$ cat src/rtl/simd_mem_pkg.sv
// simd_mem_pkg: shared widths and types for the SIMD vector memory read path
package simd_mem_pkg;
    localparam int ADDR_W = 12;
    localparam int SIZE = 32;
    localparam int FETCH = 4;
    localparam int CNT_W = 8;
    typedef logic [SIZE-1:0][FETCH-1:0] vec_t;
    typedef struct packed {
        logic [ADDR_W-1:0] base;
        logic [ADDR_W-1:0] stride;
        logic [CNT_W-1:0] count;
    } fetch_cmd_t;
    typedef enum logic {IDLE, RUN} fetch_state_e;
endpackage

$ cat src/rtl/sat_counter.sv
// sat_counter: event counter that clears on i_rst and sticks at all-ones
module sat_counter #(
    parameter int W = 32
) (
    input  logic         i_clk,
    input  logic         i_rst,
    input  logic         i_inc,
    output logic [W-1:0] o_count
);
    always_ff @(posedge i_clk) begin
        if (i_rst) o_count <= '0;
        else if (i_inc && !(&o_count)) o_count <= o_count + 1'b1;
    end
endmodule

$ cat src/rtl/vec_fetch_unit.sv
// vec_fetch_unit: strided vector read sequencer; VEC_FETCH_PERF_EN adds handshake/stall counters
module vec_fetch_unit
    import simd_mem_pkg::*;
(
    input  logic              i_clk,
    input  logic              i_rst,
    input  logic              i_cmd_valid,
    output logic              o_cmd_ready,
    input  logic [ADDR_W-1:0] i_cmd_base,
    input  logic [ADDR_W-1:0] i_cmd_stride,
    input  logic [CNT_W-1:0]  i_cmd_count,
    output logic [ADDR_W-1:0] o_mem_addr_r,
    input  vec_t              i_mem_data,
    output logic              o_vec_valid,
    input  logic              i_vec_ready,
    output vec_t              o_vec_data,
    output logic              o_vec_last,
    output logic              o_busy
`ifdef VEC_FETCH_PERF_EN
    ,
    output logic [31:0]       o_perf_vecs,
    output logic [31:0]       o_perf_stalls
`endif
);
    fetch_state_e state_q, state_d;
    fetch_cmd_t cmd_q;
    logic load;
    always_ff @(posedge i_clk) begin
        if (i_rst) state_q <= IDLE;
        else state_q <= state_d;
    end
    always_comb begin
        o_cmd_ready = state_q == IDLE;
        load = state_q == RUN && (!o_vec_valid || i_vec_ready);
        state_d = o_cmd_ready ? ((i_cmd_valid && i_cmd_count != '0) ? RUN : IDLE)
                              : ((load && cmd_q.count == CNT_W'(1)) ? IDLE : RUN);
    end
    // cmd_q.base doubles as the live read address, cmd_q.count as the remaining vectors
    always_ff @(posedge i_clk) begin
        if (i_rst) begin
            cmd_q <= '0;
            o_vec_valid <= 1'b0;
            o_vec_last <= 1'b0;
            o_vec_data <= '0;
        end else begin
            if (o_cmd_ready && i_cmd_valid) begin
                cmd_q <= '{base: i_cmd_base, stride: i_cmd_stride, count: i_cmd_count};
            end else if (load) begin
                cmd_q.base <= cmd_q.base + cmd_q.stride;
                cmd_q.count <= cmd_q.count - 1'b1;
            end
            if (load) begin
                o_vec_data <= i_mem_data;
                o_vec_valid <= 1'b1;
                o_vec_last <= cmd_q.count == CNT_W'(1);
            end else if (o_vec_valid && i_vec_ready) begin
                o_vec_valid <= 1'b0;
            end
        end
    end
    assign o_mem_addr_r = cmd_q.base;
    assign o_busy = state_q == RUN || o_vec_valid;
`ifdef VEC_FETCH_PERF_EN
    sat_counter #(.W(32)) u_perf_vecs (
        .i_clk(i_clk), .i_rst(i_rst), .i_inc(o_vec_valid && i_vec_ready), .o_count(o_perf_vecs)
    );
    sat_counter #(.W(32)) u_perf_stalls (
        .i_clk(i_clk), .i_rst(i_rst), .i_inc(o_vec_valid && !i_vec_ready), .o_count(o_perf_stalls)
    );
`endif
endmodule

$ cat config.mk
export PLATFORM = sky130hd
export DESIGN_NAME = vec_fetch_unit
export DESIGN_NICKNAME = d
export VERILOG_FILES = /design/src/rtl/simd_mem_pkg.sv /design/src/rtl/sat_counter.sv /design/src/rtl/vec_fetch_unit.sv
export SDC_FILE = /design/constraint.sdc
export NUM_CORES = 1
export LEC_CHECK = 0
export BUFFER_PORTS_ARGS = -buffer_cell sky130_fd_sc_hd__buf_4
export CAP_MARGIN = 10
export CORE_UTILIZATION = 46
export CTS_CLUSTER_DIAMETER = 100
export DETAILED_ROUTE_END_ITERATION = 8
export HOLD_SLACK_MARGIN = 0.1
export PLACE_DENSITY = 0.8
export SKIP_LAST_GASP = 1
export SYNTH_ARGS = -nofsm -noshare
export SYNTH_HDL_FRONTEND = slang
export SYNTH_SLANG_ARGS = --single-unit
$ cat constraint.sdc
create_clock -name i_clk -period 2.1 [get_ports i_clk]
set_input_delay 0.105 -clock i_clk [delete_from_list [all_inputs] [get_ports i_clk]]
set_output_delay 0.105 -clock i_clk [all_outputs]
set_load 0.01 [all_outputs]
; ---- Word-level counts from Yosys, hierarchy flattened
; Cells that the tools add are included.
[word_totals]
ramBits = 0
output_inout_bits = 144
in_bits = 164
register_bits = 163
latch_bits = 0
memories = 0
rom_bits = 0
[op_classes]
n_bitwise = 1
shift = 0
mul = 0
eq_ne = 1
n_addsub = 2
n_reduce_logical = 11
n_div = 0
magnitude_cmp = 0
n_mux = 9
[op_table]
columns = cell, n
row1 = two-way mux 12 bit, 2
row2 = two-way mux 8 bit, 2
row3 = adder 12 bit, 1
row4 = equality test 8 x 1 -> 1 bit (second input constant), 1
row5 = nonzero test 8 bit, 1
row6 = subtractor 8 x 1 -> 8 bit (second input constant), 1
row7 = logical AND 1 bit, 5
row8 = two-way mux 1 bit, 5
row9 = nonzero test 2 bit, 2
row10 = logical OR 1 bit, 2
row11 = logical NOT 1 bit, 1
row12 = NOT 1 bit, 1

; ---- Depth between registers and ports, before layout
[logic_depth]
depth_word = 6
depth_mapped = 9
mapped_depth_nobuf = 9

; ---- Worst setup path after synthesis
; OpenSTA, ideal clock, no wires.
[synth_timing]
kind = register to register
from = reg cmd_q (netlist bit o_mem_addr_r[0])
to = reg cmd_q (netlist bit o_mem_addr_r[10])
required_time_ns = 2.013
arrival_time_ns = 1.738
setup_slack_ns = 0.275
path_buffers = 0
path_stages_with_launch = 10
setup_time_ns = 0.087
path_cell_list = dfxtp_1 > ha_1 > inv_1 > fa_1 > nor2b_4 > o21ai_2 > a21oi_2 > o311a_1 > nor3_1 > o31ai_1
[synth_between]
elab_chain_cells = 3
[synth_rtl]
columns = element, line
row1 = start: declaration, vec_fetch_unit.sv:26  ; fetch_cmd_t cmd_q;
row2 = start signal: assignment, vec_fetch_unit.sv:47  ; cmd_q <= '{base: i_cmd_base, stride: i_cmd_stride, count: i_cmd_count};
row3 = adder 12 bit, vec_fetch_unit.sv:49  ; cmd_q.base <= cmd_q.base + cmd_q.stride;
row4 = two-way mux 12 bit, vec_fetch_unit.sv:48  ; end else if (load) begin
row5 = two-way mux 12 bit, vec_fetch_unit.sv:46  ; if (o_cmd_ready && i_cmd_valid) begin
; Every way passes these cells. The select of a mux whose other input is x is not followed.
; A chain may end at the register's enable or synchronous reset.

; ---- Worst setup path after layout
[layout_timing]
from = reg cmd_q (netlist bit o_mem_addr_r[0])
to = reg cmd_q (netlist bit o_mem_addr_r[6])
; Same word-level chain as after synthesis.

==> summary.md <==
| Metric | Value |
|---|---|
| Status | `complete, no violations` |
| RSZ-0062 raised after global routing | `no` |
| Vias in the first global route | `7640` |
| Ys flop type | `dfxtp_1` |
| Core area | `0.0135 mm^2` |
| Initial Utilization | `47.9%` |
| Area taken by flip-flops and latches | `0.00326 mm^2` |
| Area contributors post-synth | `dfxtp_1 51%, nand2_1 17%, a21oi_1 12%, ha_1 2.5%, clkbuf_1 1.7%` |
| Data required, critical path | `2.40 ns` |
| Distinct cell type count after synthesis | `54` |
| Setup TNS Final | `0 ns` |
| Max IR drop VDD | `0.605 mV` |
| Leakage | `0.00490 uW` |
| PnR worst setup slack | `0.139 ns` |
| Yosys top cell area share | `50.7%` |
| Cts bufs inserted | `17` |
| Initial antenna violation count | `1` |
| Row count | `42` |
| Post-synthesis sequential area ratio | `50.7%` |
| Pin count of the biggest net entering global routing | `72` |
| Clock share of power | `38.5%` |
| Max Root-Sink Buffers | `2` |
| Arr. time, crit path | `2.26 ns` |
| Synthesized cell area | `0.00644 mm^2` |
| I/O Buffers | `307` |
| EDFF count, synth | `0` |
| Synthesized Nets | `991` |
| Drt total wl | `26000 um` |
| Nature of the critical path endpoint | `register` |
| Syn. warnings | `0` |
| Max Freq | `510 MHz` |
| WL/cell | `18.2 um` |
| Clk_skew | `0.00978 ns` |
| Initial DRC count | `594` |
| Minimum clock period after layout | `1.96 ns` |
| Via/cell ratio | `5.35` |
| Synth async-reset ratio | `0%` |
| Layout Utilization | `81.9%` |
| Area growth from synthesis to layout | `70.9%` |
| Die width | `120 um` |
| Die ar. | `0.0145 mm^2` |
| NetSw | `2250 uW` |
| TritonCTS clock tree | `yes` |
| GPL Wtd Cong | `0.844` |
| Synth top cells by count | `292 x nand2_1, 163 x dfxtp_1, 159 x a21oi_1, 30 x clkbuf_1, 22 x buf_2` |
| Endpoints failing setup | `0` |
| Setup crit start | `o_mem_addr_r[0]` |
| Sw Share | `27.0%` |
| Worst Min Path Start | `i_cmd_base[6]` |
| CP Class | `register to register` |
| Worst R2R Start | `o_mem_addr_r[0]` |
| Clk Latency, worst-skew pair | `0.42 ns` |
| Antenna-violating nets left | `0` |
| Post-Syn Instances | `813` |
| Hold Slack | `0.137 ns` |
| Hold Fails Final Rpt | `0` |
| Final clock period utilization by the worst path | `93.4%` |
| Clock-pin slew of the registers on the worst-case setup and hold paths | `0.06 ns` |
| First-pass GRT wire length | `39500 um` |
| Layout cells sized above 1 | `29.5%` |
| Sequential Power Share | `41.3%` |
| Ports | `308` |
| Hold Crit Class | `primary input to register` |
| Setup WS pre-CTS | `0.0799 ns` |
| Area leader, netlist | `dfxtp_1` |
| Routed vias | `7673` |
| Max-cap violations | `0` |
| Max Slew Vio Count | `0` |
| Most frequent cell after synthesis | `nand2_1` |
| FILL cells | `767` |
| Power per standard cell area | `758 mW/mm^2` |
| Critical path fanouts, max | `4` |
| Yosys reg bits | `163` |
| Detailed placer's ending HPWL | `14100 um` |
| CTS Root Cell | `clkbuf_16` |
| Fin nets | `1421` |
| H-tree levels | `4` |
| Worst-Margin Slew | `0.606 ns` |
| Multi-input gate area | `0.00285 mm^2` |
| Syn_area_per_cell | `7.92 um^2` |
| Max transition margin | `59.6%` |
| CTS Sinks | `163` |
| Startpoint types | `register` |
| Int Power | `6100 uW` |
| Logic gate share of total power | `20.1%` |
| Die Y | `120 um` |
| DRC | `0` |
| Grt ovf | `0` |
| GRT Resource Usage Total | `35.2%` |
| DR pass1 iterations | `6` |
==> critical path, stage by stage (launching register included) <==
cell and delay [ns]:
dfxtp_1 0.35, ha_2 0.19, inv_1 0.06, fa_2 0.40, nor2b_4 0.14, o21ai_4 0.07
a21oi_4 0.21, o21ai_0 0.14, a211o_1 0.28
==> final cells by class <==
class | count | area share [%]
Sequential cell | 163 | 29.6
Multi-Input combinational cell | 572 | 25.9
Tap cell | 176 | 2.00
Timing Repair Buffer | 481 | 36.6
Antenna cell | 1 | 0.0227
Clock buffer | 20 | 4.15
Inverter | 8 | 0.273
Clock inverter | 12 | 1.41
==> cells by family after synthesis <==
family | Yosys count | synth area share (%)
adders and majority gates | 14 | 2.84
buffers and inverters | 78 | 5.73
xor gates and xnor gates | 6 | 0.816
DFF | 163 | 50.7
and+or+nand+nor | 349 | 22.3
AOI/OAI and AO/OA | 203 | 17.7
==> state kept, by name, indices dropped and copies added (netlist names) <==
register	count
o_vec_data	128
cmd_q	20
o_mem_addr_r	12
o_vec_last	1
o_vec_valid	1
state_q	1
==> repair_timing <==
item                                    CTS  global route
hold buffers                            159             0
endpoints found under the setup margin    0             3
hold endpoints to repair                159             0
buffers inserted                          0             1
gates resized for setup                   0             5
==> through the flow <==
| stage | instances | area, um^2 | power (uW) |
|---|---|---|---|
| floorplan | 813 | 6440 | 4190 |
| global placement | 1240 | 8770 | 4820 |
| detailed placement | 1240 | 8770 | 4850 |
| CTS | 1431 | 11000 | 8270 |
| global route | 1433 | 11000 | 8630 |
| finish | 1433 | 11000 | 8350 |
==> layout by cell type (no fill, tap or decap), types with 4 or more instances in the layout <==
cell type and count:
a21o_1 7, a21oi_1 159, a221oi_1 4, a22oi_1 9, buf_4 320, clkbuf_16 17, dfxtp_1 163, dlygate4sd3_1 159
ha_1 12, inv_1 8, nand2_1 292, nand3_1 7, nor2_1 17, nor4_1 4
==> routing by layer <==
metal  share of wire [%]  vias up  global-route usage, %
met1                  36     3571                   36.4
met4                 4.8        0                   19.0
met5                   0        -                      0
li1                    -     3548                      -
met2                  50      457                   63.5
met3                 9.2       97                   10.8
==> power groups by stage <==
stage | registers (uW) | logic [uW] | clock network [uW]
2_1_floorplan | 3550 | 637 | 0
3_3_place_gp | 3490 | 1330 | 0
3_5_place_dp | 3500 | 1350 | 0
4_1_cts | 3430 | 1600 | 3230
5_1_grt | 3470 | 1790 | 3370
6_report | 3450 | 1680 | 3220
==> worst paths after layout <==
| path | endpoint | slack (ns) | cells after the start |
|---|---|---|---|
| min reg2reg | o_vec_data[12] | 0.45 | 2 |
| max | o_mem_addr_r[6] | 0.14 | 8 |
| min | o_mem_addr_r[6] | 0.14 | 4 |
| max reg2reg | o_mem_addr_r[6] | 0.14 | 8 |
(Power assumes the default switching activity.)
